--- config.mk ---
export PLATFORM = sky130hd
export DESIGN_NAME = ps2_host_tx
export DESIGN_NICKNAME = d
export VERILOG_FILES = /design/src/rtl/ps2_pkg.sv /design/src/rtl/ps2_line_sync.sv /design/src/rtl/ps2_host_tx.sv
export SDC_FILE = /design/constraint.sdc
export NUM_CORES = 1
export LEC_CHECK = 0
export CORE_ASPECT_RATIO = 0.8
export CORE_MARGIN = 3
export CORE_UTILIZATION = 48
export CTS_CLUSTER_SIZE = 30
export DETAILED_ROUTE_END_ITERATION = 7
export PLACE_DENSITY_LB_ADDON = 0.1
export REMOVE_ABC_BUFFERS = 1
export SETUP_SLACK_MARGIN = 0.02
export SYNTH_ARGS = -nofsm -noshare
export SYNTH_HDL_FRONTEND = slang
export SYNTH_SLANG_ARGS = --single-unit
export TNS_END_PERCENT = 30
--- constraint.sdc ---
create_clock -name CLOCK_50 -period 1.95 [get_ports CLOCK_50]
set_input_delay 0.4875 -clock CLOCK_50 [delete_from_list [all_inputs] [get_ports CLOCK_50]]
set_output_delay 0.4875 -clock CLOCK_50 [all_outputs]
set_load 0.02 [all_outputs]
--- src/rtl/ps2_pkg.sv ---
// ps2_pkg: shared PS/2 state encoding, timing defaults, command codes and parity helper
package ps2_pkg;
   typedef enum logic [2:0] {
      S_IDLE, S_INHIBIT, S_RTS, S_CLK_REL, S_DATA, S_WAIT_IDLE, S_ERROR
   } ps2_state_e;
   localparam int CNT_W = 20;
   localparam int INHIBIT_CYCLES_DEF = 6000;
   localparam int START_TIMEOUT_DEF = 750000;
   localparam int XFER_TIMEOUT_DEF = 100000;
   localparam int IDLE_TIMEOUT_DEF = 100000;
   localparam logic [7:0] CMD_SET_LEDS = 8'hED;
   localparam logic [7:0] CMD_ENABLE = 8'hF4;
   localparam logic [7:0] CMD_RESET = 8'hFF;
   localparam logic [7:0] RSP_ACK = 8'hFA;
   function automatic logic odd_parity(input logic [7:0] b);
      return ~^b;
   endfunction
endpackage

--- src/rtl/ps2_line_sync.sv ---
// ps2_line_sync: 2-flop synchronizer for a PS/2 pad plus a one-cycle falling-edge strobe
module ps2_line_sync (
   input  logic clk,
   input  logic rst,
   input  logic pad,
   output logic level,
   output logic fall
);
   logic [2:0] sh_q, sh_d;
   // shift the raw pad through two sync stages and one history stage
   always_comb sh_d = {sh_q[1:0], pad};
   // preset to 1 so an idle (pulled-up) line never produces a spurious edge
   always_ff @(posedge clk or posedge rst)
      if (rst) sh_q <= '1;
      else sh_q <= sh_d;
   assign level = sh_q[1];
   assign fall = sh_q[2] & ~sh_q[1];
endmodule

--- src/rtl/ps2_host_tx.sv ---
// ps2_host_tx: host-to-device PS/2 command transmitter with inhibit, RTS, bit shifting and ACK check
module ps2_host_tx
   import ps2_pkg::*;
#(
   parameter int INHIBIT_CYCLES = INHIBIT_CYCLES_DEF,
   parameter int START_TIMEOUT = START_TIMEOUT_DEF,
   parameter int XFER_TIMEOUT = XFER_TIMEOUT_DEF,
   parameter int IDLE_TIMEOUT = IDLE_TIMEOUT_DEF
) (
   input  logic       CLOCK_50,
   input  logic       reset,
   input  logic [7:0] the_command,
   input  logic       send_command,
   input  logic       ps2_clk_in,
   input  logic       ps2_dat_in,
   output logic       ps2_clk_drive_low,
   output logic       ps2_dat_drive_low,
   output logic       busy,
   output logic       command_was_sent,
   output logic       error_communication_timed_out,
   output logic       error_no_ack
);
   localparam logic [CNT_W-1:0] INH_TC = CNT_W'(INHIBIT_CYCLES - 1);
   localparam logic [CNT_W-1:0] START_TC = CNT_W'(START_TIMEOUT - 1);
   localparam logic [CNT_W-1:0] XFER_TC = CNT_W'(XFER_TIMEOUT - 1);
   localparam logic [CNT_W-1:0] IDLE_TC = CNT_W'(IDLE_TIMEOUT - 1);

   ps2_state_e state_q, state_d;
   logic [CNT_W-1:0] cnt_q, cnt_d;
   logic [3:0] idx_q, idx_d;
   logic [9:0] frame_q, frame_d;
   logic bit_q, bit_d, noack_q, noack_d;
   logic clk_dl_q, clk_dl_d, dat_dl_q, dat_dl_d, busy_q, busy_d;
   logic sent_q, sent_d, to_q, to_d, na_q, na_d;
   logic clk_s, clk_fall, dat_s, dat_fall_unused;

   ps2_line_sync u_clk_sync (.clk(CLOCK_50), .rst(reset), .pad(ps2_clk_in), .level(clk_s), .fall(clk_fall));
   ps2_line_sync u_dat_sync (.clk(CLOCK_50), .rst(reset), .pad(ps2_dat_in), .level(dat_s), .fall(dat_fall_unused));

   // handshake sequencing; frame is shifted out LSB first, one bit per device falling edge
   always_comb begin
      state_d = state_q;
      cnt_d = &cnt_q ? cnt_q : cnt_q + CNT_W'(1);
      idx_d = idx_q;
      frame_d = frame_q;
      bit_d = bit_q;
      noack_d = noack_q;
      sent_d = 1'b0;
      to_d = 1'b0;
      na_d = 1'b0;
      case (state_q)
         S_IDLE: begin
            cnt_d = '0;
            if (send_command) begin
               frame_d = {1'b1, odd_parity(the_command), the_command};
               state_d = S_INHIBIT;
            end
         end
         S_INHIBIT: if (cnt_q == INH_TC) state_d = S_RTS;
         S_RTS: begin
            cnt_d = '0;
            state_d = S_CLK_REL;
         end
         S_CLK_REL:
            if (clk_fall) begin
               bit_d = frame_q[0];
               frame_d = {1'b1, frame_q[9:1]};
               idx_d = 4'd1;
               cnt_d = '0;
               state_d = S_DATA;
            end else if (cnt_q == START_TC) begin
               noack_d = 1'b0;
               state_d = S_ERROR;
            end
         S_DATA:
            if (clk_fall) begin
               if (idx_q == 4'd10) begin
                  cnt_d = '0;
                  noack_d = dat_s;
                  state_d = dat_s ? S_ERROR : S_WAIT_IDLE;
               end else begin
                  bit_d = frame_q[0];
                  frame_d = {1'b1, frame_q[9:1]};
                  idx_d = idx_q + 4'd1;
               end
            end else if (cnt_q == XFER_TC) begin
               noack_d = 1'b0;
               state_d = S_ERROR;
            end
         S_WAIT_IDLE:
            if (clk_s && dat_s) begin
               sent_d = 1'b1;
               state_d = S_IDLE;
            end else if (cnt_q == IDLE_TC) begin
               noack_d = 1'b0;
               state_d = S_ERROR;
            end
         S_ERROR: begin
            to_d = ~noack_q;
            na_d = noack_q;
            state_d = S_IDLE;
         end
         default: state_d = S_IDLE;
      endcase
      clk_dl_d = state_d inside {S_INHIBIT, S_RTS};
      dat_dl_d = (state_d inside {S_RTS, S_CLK_REL}) || (state_d == S_DATA && !bit_d);
      busy_d = state_d != S_IDLE;
   end

   // state and registered outputs; reset releases both lines at once
   always_ff @(posedge CLOCK_50 or posedge reset)
      if (reset) begin
         state_q <= S_IDLE;
         cnt_q <= '0;
         idx_q <= '0;
         frame_q <= '0;
         bit_q <= 1'b1;
         noack_q <= 1'b0;
         clk_dl_q <= 1'b0;
         dat_dl_q <= 1'b0;
         busy_q <= 1'b0;
         sent_q <= 1'b0;
         to_q <= 1'b0;
         na_q <= 1'b0;
      end else begin
         state_q <= state_d;
         cnt_q <= cnt_d;
         idx_q <= idx_d;
         frame_q <= frame_d;
         bit_q <= bit_d;
         noack_q <= noack_d;
         clk_dl_q <= clk_dl_d;
         dat_dl_q <= dat_dl_d;
         busy_q <= busy_d;
         sent_q <= sent_d;
         to_q <= to_d;
         na_q <= na_d;
      end

   assign ps2_clk_drive_low = clk_dl_q;
   assign ps2_dat_drive_low = dat_dl_q;
   assign busy = busy_q;
   assign command_was_sent = sent_q;
   assign error_communication_timed_out = to_q;
   assign error_no_ack = na_q;
endmodule

==> flow_metrics.py <==
metrics = {
    "finish": {
        "syn_to_final_growth_pct": 31.3,
        "final_common_cell": "buf_4",
        "final_area_mm2": 0.00348,
        "layout_common_cells": "buf_4, dfrtp_1, nor2_1",
        "multi_input_area_mm2": 0.00141,
        "fillerInstances": 422,
        "num_antenna_cells": 0,
        "drive_gt1_share_pct": 28.5,
        "nets": 355,
        "fin_util_pct": 67.1,
        "layout.area.seq_mm2": 0.00126,
        "instances_no_fill": 402,
    },
    "clocking": {
        "root_buffer": "clkbuf_8",
        "cts_buffers": 5,
        "clk_latency_ns": 0.29,
        "cts_buffer_depth": 2,
        "clk_pin_slew_ns": 0.09,
        "cts_tree": "built",
        "ctsHoldBuffers": 0,
        "clock_sinks": 50,
        "htree_levels": 2,
    },
    "synthesis": {
        "ys.flop_type": "dfrtp_1",
        "synth-edff-count": 0,
        "yosysWarningCount": 0,
        "ys_seq_area_share_pct": 47.5,
        "synth.ff_latch_count": 50,
        "synth_area_per_cell_um2": 9.85,
        "ys_types": 55,
        "async_reset_ff_share_pct": 100,
        "postSynthCellCount": 269,
        "synth_area_mm2": 0.00265,
    },
    "worst_setup_path": {
        "cp_max_fo": 4,
        "crit_arrival_ns": 2.27,
        "reg2reg_depth": 7,
        "crit_start": "cnt_q[1]",
        "critPathLaunchType": "flop",
        "worstSetupEndpointType": "flop",
        "critPathKind": "reg -> reg",
        "required_ns": 2.14,
        "r2r_start": "cnt_q[1]",
    },
    "grt": {
        "grt_pass1_vias": 2024,
        "grt_pass1_wl_um": 9540,
        "overflow": 0,
        "track_usage_pct": 18.8,
        "grt_antenna_before_repair": 0,
        "grt_max_degree": 51,
    },
    "floorplan": {
        "die_y_um": 72.4,
        "die_w_um": 89.1,
        "rows": 23,
        "num_io_pins": 19,
        "dieArea_mm2": 0.00645,
        "core_area_mm2": 0.00518,
        "start_util_pct": 51.1,
    },
    "timing": {
        "grt_setup_unrepaired": "true",
        "final.period_utilization_pct": 107,
        "holdWs_ns": 0.359,
        "tightest_slew_ns": 0.480,
        "tns_ns": -0.277,
        "slew_headroom_pct": 67.8,
        "fin_skew_ns": 0.00792,
        "finalMaxSlewViolations": 0,
        "fmax_mhz": 480,
        "setup_slack_ns": -0.135,
        "period_minus_slack_ns": 2.09,
        "finalSetupViolCount": 4,
        "hold_viol": 0,
    },
    "power": {
        "leakagePower_nw": 1.60,
        "power.density_mw_per_mm2": 693,
        "max-vdd-ir-drop_mv": 0.595,
    },
    "place": {
        "placedCellCount": 391,
        "io_buffers": 18,
        "globalplace.congestion": 0.834,
        "dp_hpwl_um": 3950,
        "postPlaceCellArea_mm2": 0.00325,
    },
    "route": {
        "first_pass_iters": 4,
        "wire_per_inst_um": 13.7,
        "drcViolationCount": 0,
        "routed_via_density": 5.41,
        "drt_iter0_drc": 112,
        "dr_total_vias": 2174,
        "wl_um": 5510,
        "ant_nets": 0,
    },
    "hold_path": {
        "min-delay-start": "u_clk_sync.sh_q[0]",
        "hp-class": "reg -> reg",
        "hold_depth": 0,
    },
    "run": {
        "maxCapViolations": 0,
    },
    "outcome": {
        "status": "complete, but fails checks",
        "violations": "negative setup slack",
    },
}
synth_stat cells (all sizes together), types with 2 or more instances:
master | n | area, um^2
or4 | 4 | 33.8
and2 | 2 | 12.5
and3 | 7 | 45.1
a21o | 2 | 16.3
nand4 | 8 | 56.3
or3 | 2 | 12.5
and4 | 4 | 36.3
nand3 | 15 | 75.1
nor2b | 5 | 31.3
inv | 4 | 15.0
nand2 | 30 | 115
o21ai | 15 | 75.1
a21oi | 5 | 25.0
nor4 | 3 | 33.8
mux2i | 12 | 120
a211oi | 3 | 22.5
nor3 | 5 | 30.0
xor2 | 11 | 96.3
nand2b | 6 | 37.5
dfrtp | 44 | 1100
nor2 | 34 | 133
o22ai | 2 | 12.5
ha | 3 | 37.5
a31oi | 4 | 25.0
clkbuf | 4 | 18.8
buf | 6 | 45.0
dfstp | 6 | 158
xnor2 | 10 | 87.6
worst max-delay path, cell delays in order, from the launching register on:
cell	delay (ns)
dfrtp_1	0.40
ha_4	0.16
nand4b_1	0.10
or4_4	0.49
or4_4	0.53
nand4_4	0.11
nor4_4	0.07
o2bb2ai_2	0.12
flip-flops by register name, indices dropped and copies added (netlist names):
name	count
busy	1
bit_q	1
ps2_clk_drive_low	1
state_q	3
u_clk_sync.sh_q	3
command_was_sent	1
u_dat_sync.sh_q	2
error_communication_timed_out	1
idx_q	4
noack_q	1
ps2_dat_drive_low	1
error_no_ack	1
frame_q	10
cnt_q	20
final timing paths:
check	to	slack [ns]
max	ps2_dat_drive_low	-0.14
min	u_clk_sync.sh_q[1]	0.36
max reg2reg	ps2_dat_drive_low	-0.14
min reg2reg	u_clk_sync.sh_q[1]	0.36
max in group asynchronous	bit_q	1.12
min in group asynchronous	cnt_q[1]	0.54
metal layers:
metal / track usage, % / part of all wire (%)
met5: 0 / 0
met4: 4.13 / 0.82
met3: 3.41 / 3.9
met2: 27.4 / 44
met1: 29.2 / 51
layout make-up:
type                       count  area share (%)
multi-input combinational    205            40.5
sequential                    50            36.2
timing repair buffer          73            17.5
tap                           62            2.23
clock buffer                   6            2.09
clock inverter                 2            1.08
inverter                       4           0.432
timing repair:
item / in CTS / in global routing
setup buffers: 1 / 2
endpoints found under the hold margin: 0 / 0
pin swaps: 6 / 16
gates resized for setup: 10 / 10
endpoints found under the setup margin: 28 / 30
stage by stage:
step	total power, mW	setup WS, ns
2_1_floorplan	1.47	-0.130
3_3_place_gp	1.66	-0.311
3_5_place_dp	1.67	-0.387
4_1_cts	2.43	-0.140
5_1_grt	2.55	-0.208
6_report	2.41	-0.135
where the power goes:
group	switching (mW)	leakage (nW)	internal [mW]
Clock	0.337	0.0514	0.383
Sequential	0.0829	0.639	1.15
Combinational	0.216	0.911	0.240
logic make-up after synthesis:
logic type	Yosys count	share of synthesized area [%]
and+or+nand+nor	132	27.0
DFF	50	47.5
AOI/OAI and AO/OA	36	9.16
xor gates and xnor gates	21	6.94
buffers and inverters	14	2.98
muxes	13	4.96
adders and majority gates	3	1.42
Note: power is estimated with default switching activity, not from simulation.
